===== config.mk =====
export PLATFORM = sky130hd
export DESIGN_NAME = hr_ext_arbiter_flat
export DESIGN_NICKNAME = d
export VERILOG_FILES = /design/src/rtl/hr_ext_arbiter_pkg.sv /design/src/rtl/hr_ext_arbiter_if.sv /design/src/rtl/hr_ext_arbiter_rr_pick.sv /design/src/rtl/hr_ext_arbiter.sv /design/src/flat_wrapper.sv
export SDC_FILE = /design/constraint.sdc
export NUM_CORES = 1
export LEC_CHECK = 0
export ABC_AREA = 1
export BUFFER_PORTS_ARGS = -buffer_cell sky130_fd_sc_hd__buf_2
export CORE_MARGIN = 3
export CORE_UTILIZATION = 45
export CTS_CLUSTER_SIZE = 16
export DETAILED_ROUTE_END_ITERATION = 8
export GPL_ROUTABILITY_DRIVEN = 0
export GPL_TIMING_DRIVEN = 0
export PLACE_DENSITY = 0.84
export SKIP_CTS_REPAIR_TIMING = 1
export SLEW_MARGIN = 20
export SYNTH_ARGS = -nofsm -noshare
export SYNTH_HDL_FRONTEND = slang
export SYNTH_SLANG_ARGS = --single-unit

===== constraint.sdc =====
create_clock -name clk -period 5.82 [get_ports clk]
set_clock_uncertainty 0.15 [all_clocks]
set_input_delay 0.291 -clock clk [delete_from_list [all_inputs] [get_ports clk]]
set_output_delay 0.291 -clock clk [all_outputs]
set_load 0.005 [all_outputs]

===== src/rtl/hr_ext_arbiter_pkg.sv =====
// hr_ext_arbiter_pkg: shared widths and read-return tag type for the holding-register port arbiter
package hr_ext_arbiter_pkg;
  localparam int HR_ADDR_W = 16;
  localparam int HR_DATA_W = 16;
  localparam int HR_ID_W = 3;
  typedef struct packed {
    logic                valid;
    logic [HR_ID_W-1:0]  id;
    logic                oor;
  } hr_tag_t;
endpackage


===== src/rtl/hr_ext_arbiter_if.sv =====
// hr_ext_arbiter_if: client bus (req/we/addr/wdat in, gnt/err/rvalid/rdata out) plus RAM port B (ext_a/ext_d/ext_v out, ext_q in); slave = arbiter side
interface hr_ext_arbiter_if
  import hr_ext_arbiter_pkg::*;
#(parameter int N_REQ = 4);
  logic [N_REQ-1:0]           req, we, gnt, err, rvalid;
  logic [HR_ADDR_W*N_REQ-1:0] addr;
  logic [HR_DATA_W*N_REQ-1:0] wdat;
  logic [HR_DATA_W-1:0]       rdata, ext_d, ext_q;
  logic [HR_ADDR_W-1:0]       ext_a;
  logic                       ext_v;
  modport master (output req, we, addr, wdat, ext_q, input gnt, err, rvalid, rdata, ext_a, ext_d, ext_v);
  modport slave (input req, we, addr, wdat, ext_q, output gnt, err, rvalid, rdata, ext_a, ext_d, ext_v);
endinterface


===== src/rtl/hr_ext_arbiter_rr_pick.sv =====
// hr_ext_arbiter_rr_pick: combinational round-robin picker; in eligible/last, out one-hot win and win_idx, searching from last+1 with wrap
module hr_ext_arbiter_rr_pick
  import hr_ext_arbiter_pkg::*;
#(parameter int N_REQ = 4) (
  input  logic [N_REQ-1:0]   eligible,
  input  logic [HR_ID_W-1:0] last,
  output logic [N_REQ-1:0]   win,
  output logic [HR_ID_W-1:0] win_idx
);
  always_comb begin
    win = '0;
    win_idx = '0;
    for (int k = N_REQ; k >= 1; k--) begin
      for (int i = 0; i < N_REQ; i++) begin
        if (eligible[i] && i == (int'(last) + k) % N_REQ) begin
          win = '0;
          win[i] = 1'b1;
          win_idx = HR_ID_W'(i);
        end
      end
    end
  end
endmodule


===== src/rtl/hr_ext_arbiter.sv =====
// hr_ext_arbiter: round-robin sharing of RAM port B among N_REQ clients with range check and tagged read return; ports clk, rst, bus (slave modport)
module hr_ext_arbiter
  import hr_ext_arbiter_pkg::*;
#(
  parameter int N_REQ     = 4,
  parameter int RAM_DEPTH = 10,
  parameter int RD_LAT    = 1
) (
  input logic             clk,
  input logic             rst,
  hr_ext_arbiter_if.slave bus
);
  logic [N_REQ-1:0]     elig, win, gnt_q, gnt_d, err_q, err_d;
  logic [HR_ID_W-1:0]   win_idx, last_q, last_d;
  logic [HR_ADDR_W-1:0] a_w, ext_a_q, ext_a_d;
  logic [HR_DATA_W-1:0] d_w, ext_d_q, ext_d_d;
  logic                 we_w, oor, any_w, ext_v_q, ext_v_d;
  hr_tag_t              iss_q, iss_d, ret;
  hr_tag_t              pipe_q [RD_LAT];

  // the client granted this cycle sits out, so one client gets at most every other slot
  assign elig = bus.req & ~gnt_q;

  hr_ext_arbiter_rr_pick #(.N_REQ(N_REQ)) u_rr_pick (
    .eligible(elig),
    .last(last_q),
    .win(win),
    .win_idx(win_idx)
  );

  always_comb begin
    a_w = '0;
    d_w = '0;
    we_w = 1'b0;
    for (int i = 0; i < N_REQ; i++) begin
      if (win[i]) begin
        a_w = bus.addr[HR_ADDR_W*i +: HR_ADDR_W];
        d_w = bus.wdat[HR_DATA_W*i +: HR_DATA_W];
        we_w = bus.we[i];
      end
    end
    any_w = |win;
    oor = (a_w >> RAM_DEPTH) != '0;
    gnt_d = win;
    err_d = oor ? win : '0;
    ext_v_d = we_w & ~oor;
    ext_a_d = any_w && !oor ? a_w : ext_a_q;
    ext_d_d = any_w && !oor ? d_w : ext_d_q;
    last_d = any_w ? win_idx : last_q;
    iss_d.valid = any_w & ~we_w;
    iss_d.id = win_idx;
    iss_d.oor = oor;
  end

  // iss_q lines up with gnt; pipe_q delays it to match the RAM read latency
  always_ff @(posedge clk) begin
    if (rst) begin
      gnt_q <= '0;
      err_q <= '0;
      ext_a_q <= '0;
      ext_d_q <= '0;
      ext_v_q <= 1'b0;
      last_q <= HR_ID_W'(N_REQ - 1);
      iss_q <= '0;
      for (int k = 0; k < RD_LAT; k++) pipe_q[k] <= '0;
    end else begin
      gnt_q <= gnt_d;
      err_q <= err_d;
      ext_a_q <= ext_a_d;
      ext_d_q <= ext_d_d;
      ext_v_q <= ext_v_d;
      last_q <= last_d;
      iss_q <= iss_d;
      pipe_q[0] <= iss_q;
      for (int k = 1; k < RD_LAT; k++) pipe_q[k] <= pipe_q[k-1];
    end
  end

  assign ret = pipe_q[RD_LAT-1];
  assign bus.gnt = gnt_q;
  assign bus.err = err_q;
  assign bus.ext_a = ext_a_q;
  assign bus.ext_d = ext_d_q;
  assign bus.ext_v = ext_v_q;
  // rst gates the return so a read in flight when reset arrives never answers
  assign bus.rvalid = ret.valid && !rst ? N_REQ'(1) << ret.id : '0;
  assign bus.rdata = ret.valid && !ret.oor && !rst ? bus.ext_q : '0;
endmodule


===== src/flat_wrapper.sv =====
// flat-port wrapper written by rule: the top's interface ports become plain ports
module hr_ext_arbiter_flat import hr_ext_arbiter_pkg::*;
#(
  parameter int N_REQ     = 4,
  parameter int RAM_DEPTH = 10,
  parameter int RD_LAT    = 1
)
  (clk, rst, bus_req, bus_we, bus_addr, bus_wdat, bus_ext_q, bus_gnt, bus_err, bus_rvalid, bus_rdata, bus_ext_a, bus_ext_d, bus_ext_v);
  hr_ext_arbiter_if #(.N_REQ(N_REQ)) bus_i ();
  input logic clk;
  input logic rst;
  input wire logic [$bits(bus_i.req)-1:0] bus_req;
  input wire logic [$bits(bus_i.we)-1:0] bus_we;
  input wire logic [$bits(bus_i.addr)-1:0] bus_addr;
  input wire logic [$bits(bus_i.wdat)-1:0] bus_wdat;
  input wire logic [$bits(bus_i.ext_q)-1:0] bus_ext_q;
  output wire logic [$bits(bus_i.gnt)-1:0] bus_gnt;
  output wire logic [$bits(bus_i.err)-1:0] bus_err;
  output wire logic [$bits(bus_i.rvalid)-1:0] bus_rvalid;
  output wire logic [$bits(bus_i.rdata)-1:0] bus_rdata;
  output wire logic [$bits(bus_i.ext_a)-1:0] bus_ext_a;
  output wire logic [$bits(bus_i.ext_d)-1:0] bus_ext_d;
  output wire logic [$bits(bus_i.ext_v)-1:0] bus_ext_v;
  assign bus_i.req = bus_req;
  assign bus_i.we = bus_we;
  assign bus_i.addr = bus_addr;
  assign bus_i.wdat = bus_wdat;
  assign bus_i.ext_q = bus_ext_q;
  assign bus_gnt = bus_i.gnt;
  assign bus_err = bus_i.err;
  assign bus_rvalid = bus_i.rvalid;
  assign bus_rdata = bus_i.rdata;
  assign bus_ext_a = bus_i.ext_a;
  assign bus_ext_d = bus_i.ext_d;
  assign bus_ext_v = bus_i.ext_v;
  hr_ext_arbiter #(.N_REQ(N_REQ), .RAM_DEPTH(RAM_DEPTH), .RD_LAT(RD_LAT)) u_core (.clk(clk), .rst(rst), .bus(bus_i));
endmodule

## Word-level counts from Yosys, hierarchy flattened

Memory sizes are Yosys's and may differ from the RTL's.
Index checks and enable logic that the tools add are counted.

| storage, ports and cells | value |
|---|---|
| register bits | 48 |
| bits in writable memories | 5 |
| input bits | 154 |
| output and inout bits | 61 |
| logic and storage cells | 122 |
| memories | 1 |

| operators by class | value |
|---|---|
| add/subtract/negate cells | 4 |
| eq/ne operators | 12 |
| shift operators | 1 |
| muxes and demuxes | 50 |
| bitwise operators | 10 |
| reductions and logical operators | 35 |

Memories:

| name | depth | bits a word | rd ports | clocked after Yosys merged registers in | wr ports | line | source |
|---|---|---|---|---|---|---|---|
| u_core.pipe_q | 1 | 5 | 1 | 0 | 1 | hr_ext_arbiter.sv:19 | `hr_tag_t pipe_q [RD_LAT];` |

Operator list:

| cell | number |
|---|---|
| 16-bit two-way mux | 9 |
| 32-bit zero test | 4 |
| 4-bit two-way mux | 16 |
| 3-bit two-way mux | 14 |
| 3-bit equality test (first input constant) | 8 |
| 1-bit logical AND | 20 |
| 16-bit nonzero test | 1 |
| 2-bit by 3-bit equality test with 1-bit output (first input constant) | 4 |
| 1-bit two-way mux | 10 |
| 2-bit OR reduction | 5 |
| 5-bit two-way mux | 1 |
| 5-bit OR reduction | 1 |
| 2-bit by 1-bit adder with 2-bit output (second input constant) | 2 |
| 2-bit adder (second input constant) | 2 |
| 1-bit AND (first input constant) | 4 |
| 4-bit AND | 1 |
| 4-bit NOT | 1 |
| 4-bit OR reduction | 1 |
| 1-bit by 3-bit << shifter with 4-bit output (first input constant) | 1 |
| 1-bit zero test | 3 |
| 1-bit AND | 2 |
| 1-bit NOT | 2 |

## Depth between registers and ports, before layout

| depth | value |
|---|---|
| depth after elaboration | 28 |
| depth in mapped cells | 19 |
| depth with buffers taken out | 18 |

## Modules after synthesis

Synthesis repeated with hierarchy kept, for this count alone.

| second synthesis, totals | value |
|---|---|
| cell total of the unflattened synthesis | 562 |
| area total of the unflattened synthesis | 3,374.5 um2 |

Modules (own cells, without submodules):

| module | times used | cells an instance | area each (um2) | sequential area each (um2) |
|---|---|---|---|---|
| hr_ext_arbiter | 1 | 498 | 3,056.7 | 1,081.0 |
| hr_ext_arbiter_rr_pick | 1 | 64 | 317.8 | 0.0 |

## Worst setup path after synthesis

Ideal clock, no wire load.

| path | value |
|---|---|
| kind | reg2reg |
| start | register u_core.gnt_q[2], in the netlist u_core.bus.gnt[2] |
| end | register u_core.ext_d_q[6], in the netlist u_core.bus.ext_d[6] |
| library setup time | 113 ps |
| data arrival time | 1,934 ps |
| slack | 3,623 ps |
| stages on the path, launching flop included | 17 |
| path buffers | 2 |
| clock period less this slack | 2,197 ps |
| path through | dfxtp_1 nor2_1 nand2_1 inv_1 nor2_1 nand2_1 nand2_1 nand2_1 nand2_2 buf_2 o21ai_2 nand2_1 nor2_2 buf_4 nand4_1 nand2_1 nor2_1 |

| on the way | value |
|---|---|
| cells in the longest elaborated chain, start to end | 24 |
| elaborated cells between the ends (all ways) | 32 |

RTL lines:

| element | line | source |
|---|---|---|
| from (decl) | hr_ext_arbiter.sv:13 | `logic [N_REQ-1:0] elig, win, gnt_q, gnt_d, err_q, err_d;` |
| from (signal assigned) | hr_ext_arbiter.sv:67 | `gnt_q <= gnt_d;` |
| 4-bit NOT (*) | hr_ext_arbiter.sv:22 | `assign elig = bus.req & ~gnt_q;` |
| 4-bit AND (*) | hr_ext_arbiter.sv:22 |  |
| 1-bit logical AND | hr_ext_arbiter_rr_pick.sv:15 | `if (eligible[i] && i == (int'(last) + k) % N_REQ) begin` |
| 4-bit two-way mux (12 in a row) | hr_ext_arbiter_rr_pick.sv:15 |  |
| 4-bit two-way mux (*) (2 in a row) | hr_ext_arbiter_rr_pick.sv:15 |  |
| 16-bit two-way mux (4 in a row) | hr_ext_arbiter.sv:36 | `if (win[i]) begin` |
| 16-bit nonzero test | hr_ext_arbiter.sv:43 | `oor = (a_w >> RAM_DEPTH) != '0;` |
| 1-bit zero test | hr_ext_arbiter.sv:48 | `ext_d_d = any_w && !oor ? d_w : ext_d_q;` |
| 1-bit logical AND | hr_ext_arbiter.sv:48 |  |
| to (signal assigned) | hr_ext_arbiter.sv:70 | `ext_d_q <= ext_d_d;` |
| to (decl) | hr_ext_arbiter.sv:16 | `logic [HR_DATA_W-1:0] d_w, ext_d_q, ext_d_d;` |

Mark *: on every way between the ends. The rest lies on a longest branch, timed or not.
A chain may end at the register's enable or synchronous reset.

## Worst setup path after layout

| path | value |
|---|---|
| start | register u_core.gnt_q[2], in the netlist u_core.bus.gnt[2] |
| end | register u_core.ext_a_q[7], in the netlist u_core.bus.ext_a[7] |

| on the way | value |
|---|---|
| cells in the longest elaborated chain, start to end | 24 |
| elaborated cells between the ends (all ways) | 28 |

RTL lines:

| element | line | source |
|---|---|---|
| 4-bit NOT (*) | hr_ext_arbiter.sv:22 |  |
| 4-bit AND (*) | hr_ext_arbiter.sv:22 |  |
| 1-bit logical AND | hr_ext_arbiter_rr_pick.sv:15 |  |
| 4-bit two-way mux (12 in a row) | hr_ext_arbiter_rr_pick.sv:15 |  |
| 4-bit two-way mux (*) (2 in a row) | hr_ext_arbiter_rr_pick.sv:15 |  |
| 16-bit two-way mux (4 in a row) | hr_ext_arbiter.sv:36 |  |
| 16-bit nonzero test | hr_ext_arbiter.sv:43 |  |
| 1-bit zero test | hr_ext_arbiter.sv:47 | `ext_a_d = any_w && !oor ? a_w : ext_a_q;` |
| 1-bit logical AND | hr_ext_arbiter.sv:47 |  |
| to (signal assigned) | hr_ext_arbiter.sv:69 | `ext_a_q <= ext_a_d;` |
| to (decl) | hr_ext_arbiter.sv:15 | `logic [HR_ADDR_W-1:0] a_w, ext_a_q, ext_a_d;` |

Marked as above.

==> summary.txt <==
Fmax: 360 MHz
first-pass GRT wire length: 17700 um
H-tree levels: 2
CTS tree: built
Layout Utilization: 0.662
endpoints failing setup: 0
Clk Latency, worst-skew pair: 0.31 ns
post-synthesis instance area: 0.00339 mm^2
type of the worst setup path: reg -> reg
Yosys top cell area share: 0.302
crit path launch type: register
FF+latch count, synth: 51
root buffer cell: clkbuf_8
sequential share of the synthesized area: 0.302
DRT Pass-1 Iters: 6
post-synth top area cell: dfxtp_1
Final nets: 957
Slew HR: 0.695
Die Span Y: 92.7 um
CTS Sinks: 51
Longest Clk Path Bufs: 2
maximum vdd drop: 182 uV
Synth Flop Type: dfxtp_1
worst hold path type: in -> reg
dpl cells: 892
crit path max fanout: 10
Reg2Reg Launch Point: u_core.bus.gnt[2]
ys async rst share: 0
minimum clock period after layout: 2.78 ns
ANT nets after route: 0
leakage: 2.80 nW
Reg2Reg Capture Point: u_core.bus.ext_a[7]
final WL: 11200 um
Global Route Usage Sum: 0.254
Vias: 4315
status: finished, final reports clean
EDFF count, synth: 0
CTS buffer count: 5
Worst Path Required: 5.87 ns
Pwr Density: 397 mW/mm^2
DRC Markers: 0
FP Rows: 30
antenna violations before repair: 0
RSZ-0062 raised after global routing: false
Reg clk slew, reported paths: 0.10 ns
most frequent cell after synthesis: nand2_1
Hold Path Stages: 4
Final period util: 0.477
Synth area leaders: dfxtp_1, nand2_1, nor2_1
grt ovf: 0
Ports: 215
r2r setup slk: 3.04 ns
Critical Path Sink Type: register
Worst Max-Slew Pin Slew: 0.458 ns
core area: 0.00706 mm^2
pin count of the biggest net entering global routing: 16
# Max-Cap Violations: 0
hpwl dp: 8910 um
vias in the first global route: 4042
I/O Buffers: 214
Critical Path AT: 2.83 ns
Hold Violations, Final: 0
drt wl/cell: 12.4 um
final hold slack: 0.176 ns
P&R area growth vs syn: 38.0%
syn_area_per_cell: 5.82 um^2
Die ar.: 0.00860 mm^2
post-route non-filler standard cell count: 900
Hold Crit Start: rst
# fillers: 662
synth warn: 0
Synth cell types: 29
syn_nets: 736
top post-synthesis cells by count: nand2_1, nor2_1, inv_1
Initial Utilization: 0.480
drt initial violations: 158
max-slew violation count: 0
Mapped Cells: 582
hold endpoint: u_core.bus.ext_a[14]
Worst R2R Path Depth: 16
sum of negative setup slack: 0 ns
Diodes inserted: 0
Die Wd: 92.7 um
layout cells sized above 1: 0.331
post-detailed-route via-to-cell ratio: 4.79
layer usage:
metal	global-route usage	vias up	part of all wire
met5	0	-	0
met4	0.0806	0	0.015
met3	0.0528	22	0.090
met2	0.470	185	0.50
met1	0.289	1883	0.39
li1	-	2225	-
through the flow:
stage	area (um^2)	setup WS (ns)	total power, W
2_1_floorplan	3390	3.62	0.00129
3_3_place_gp	4580	3.05	0.00161
3_5_place_dp	4580	3.01	0.00164
4_1_cts	4670	3.04	0.00186
5_1_grt	4670	2.78	0.00202
6_report	4670	3.04	0.00185
worst max-delay path, cell delays in order (launching register included):
cell,delay (ns)
dfxtp_1,0.32
nor2_1,0.36
nand2_1,0.20
inv_1,0.09
nor2_1,0.05
nand2_1,0.06
nand2_1,0.04
nand2_1,0.06
nand2_2,0.10
buf_2,0.24
o21ai_2,0.09
nand2_1,0.12
nor2_2,0.33
buf_4,0.26
nand4_1,0.11
nand2_1,0.07
nor2_1,0.04
power by group:
group / internal, W / total [W] / switching, W
sequential: 0.000437 / 0.000486 / 0.0000493
combinational: 0.000422 / 0.00115 / 0.000728
clock: 0.0000977 / 0.000217 / 0.000119
total: 0.000957 / 0.00185 / 0.000896
placed cells by master (no fill, tap or decap), types with 2 or more instances in the layout:
cell type / instances
nand2_2: 7
clkbuf_1: 8
o211ai_1: 2
nor2_4: 2
o21ai_0: 4
nand3b_1: 2
a21oi_1: 3
nor2_1: 126
buf_4: 5
nor3_1: 9
nor3b_1: 26
inv_1: 65
nand2_1: 197
buf_2: 223
nand3_1: 13
inv_2: 8
nand4_1: 27
clkbuf_8: 6
nor2_2: 4
buf_6: 4
nand3_2: 2
dfxtp_1: 51
buf_1: 2
cell families (layout without fill, tap and decap cells):
group,after synthesis,after routing,share of synthesized area
and+or+nand+nor,418,418,0.545
buffers and inverters,100,322,0.129
DFF,51,51,0.302
AOI/OAI and AO/OA,13,13,0.0244
sequential cells by signal, summed over array words and instances, names as in the netlist:
name and flops:
u_core.bus.ext_v 1, u_core.last_q 2, u_core.bus.ext_d 16, u_core.bus.ext_a 16, u_core.pipe_q 4, u_core.bus.err 4, u_core.iss_q 4, u_core.bus.gnt 4
worst max path at each step:
stage | startpoint | endpoint | slack [ns]
floorplan | u_core.bus.gnt[2] | u_core.bus.ext_d[6] | 3.62
global placement | bus_req[2] | u_core.bus.ext_a[3] | 3.05
detailed placement | bus_req[2] | u_core.bus.ext_a[3] | 3.01
CTS | u_core.bus.gnt[2] | u_core.bus.ext_a[5] | 3.04
global route | u_core.bus.gnt[2] | u_core.bus.ext_d[14] | 2.78
finish | u_core.bus.gnt[2] | u_core.bus.ext_a[7] | 3.04
final cells by class:
cell class,count,area [um^2],area share
flip-flops and latches,51,1020,0.219
repair buffers,214,1070,0.229
plain buffers,27,161,0.0345
clock buffers,7,86.3,0.0185
multi-input cells,431,1930,0.413
inverters,73,274,0.0587
clock inverters,1,8.76,0.00187
well taps,96,120,0.0257
No activity file was read; power rests on OpenSTA's default activity.
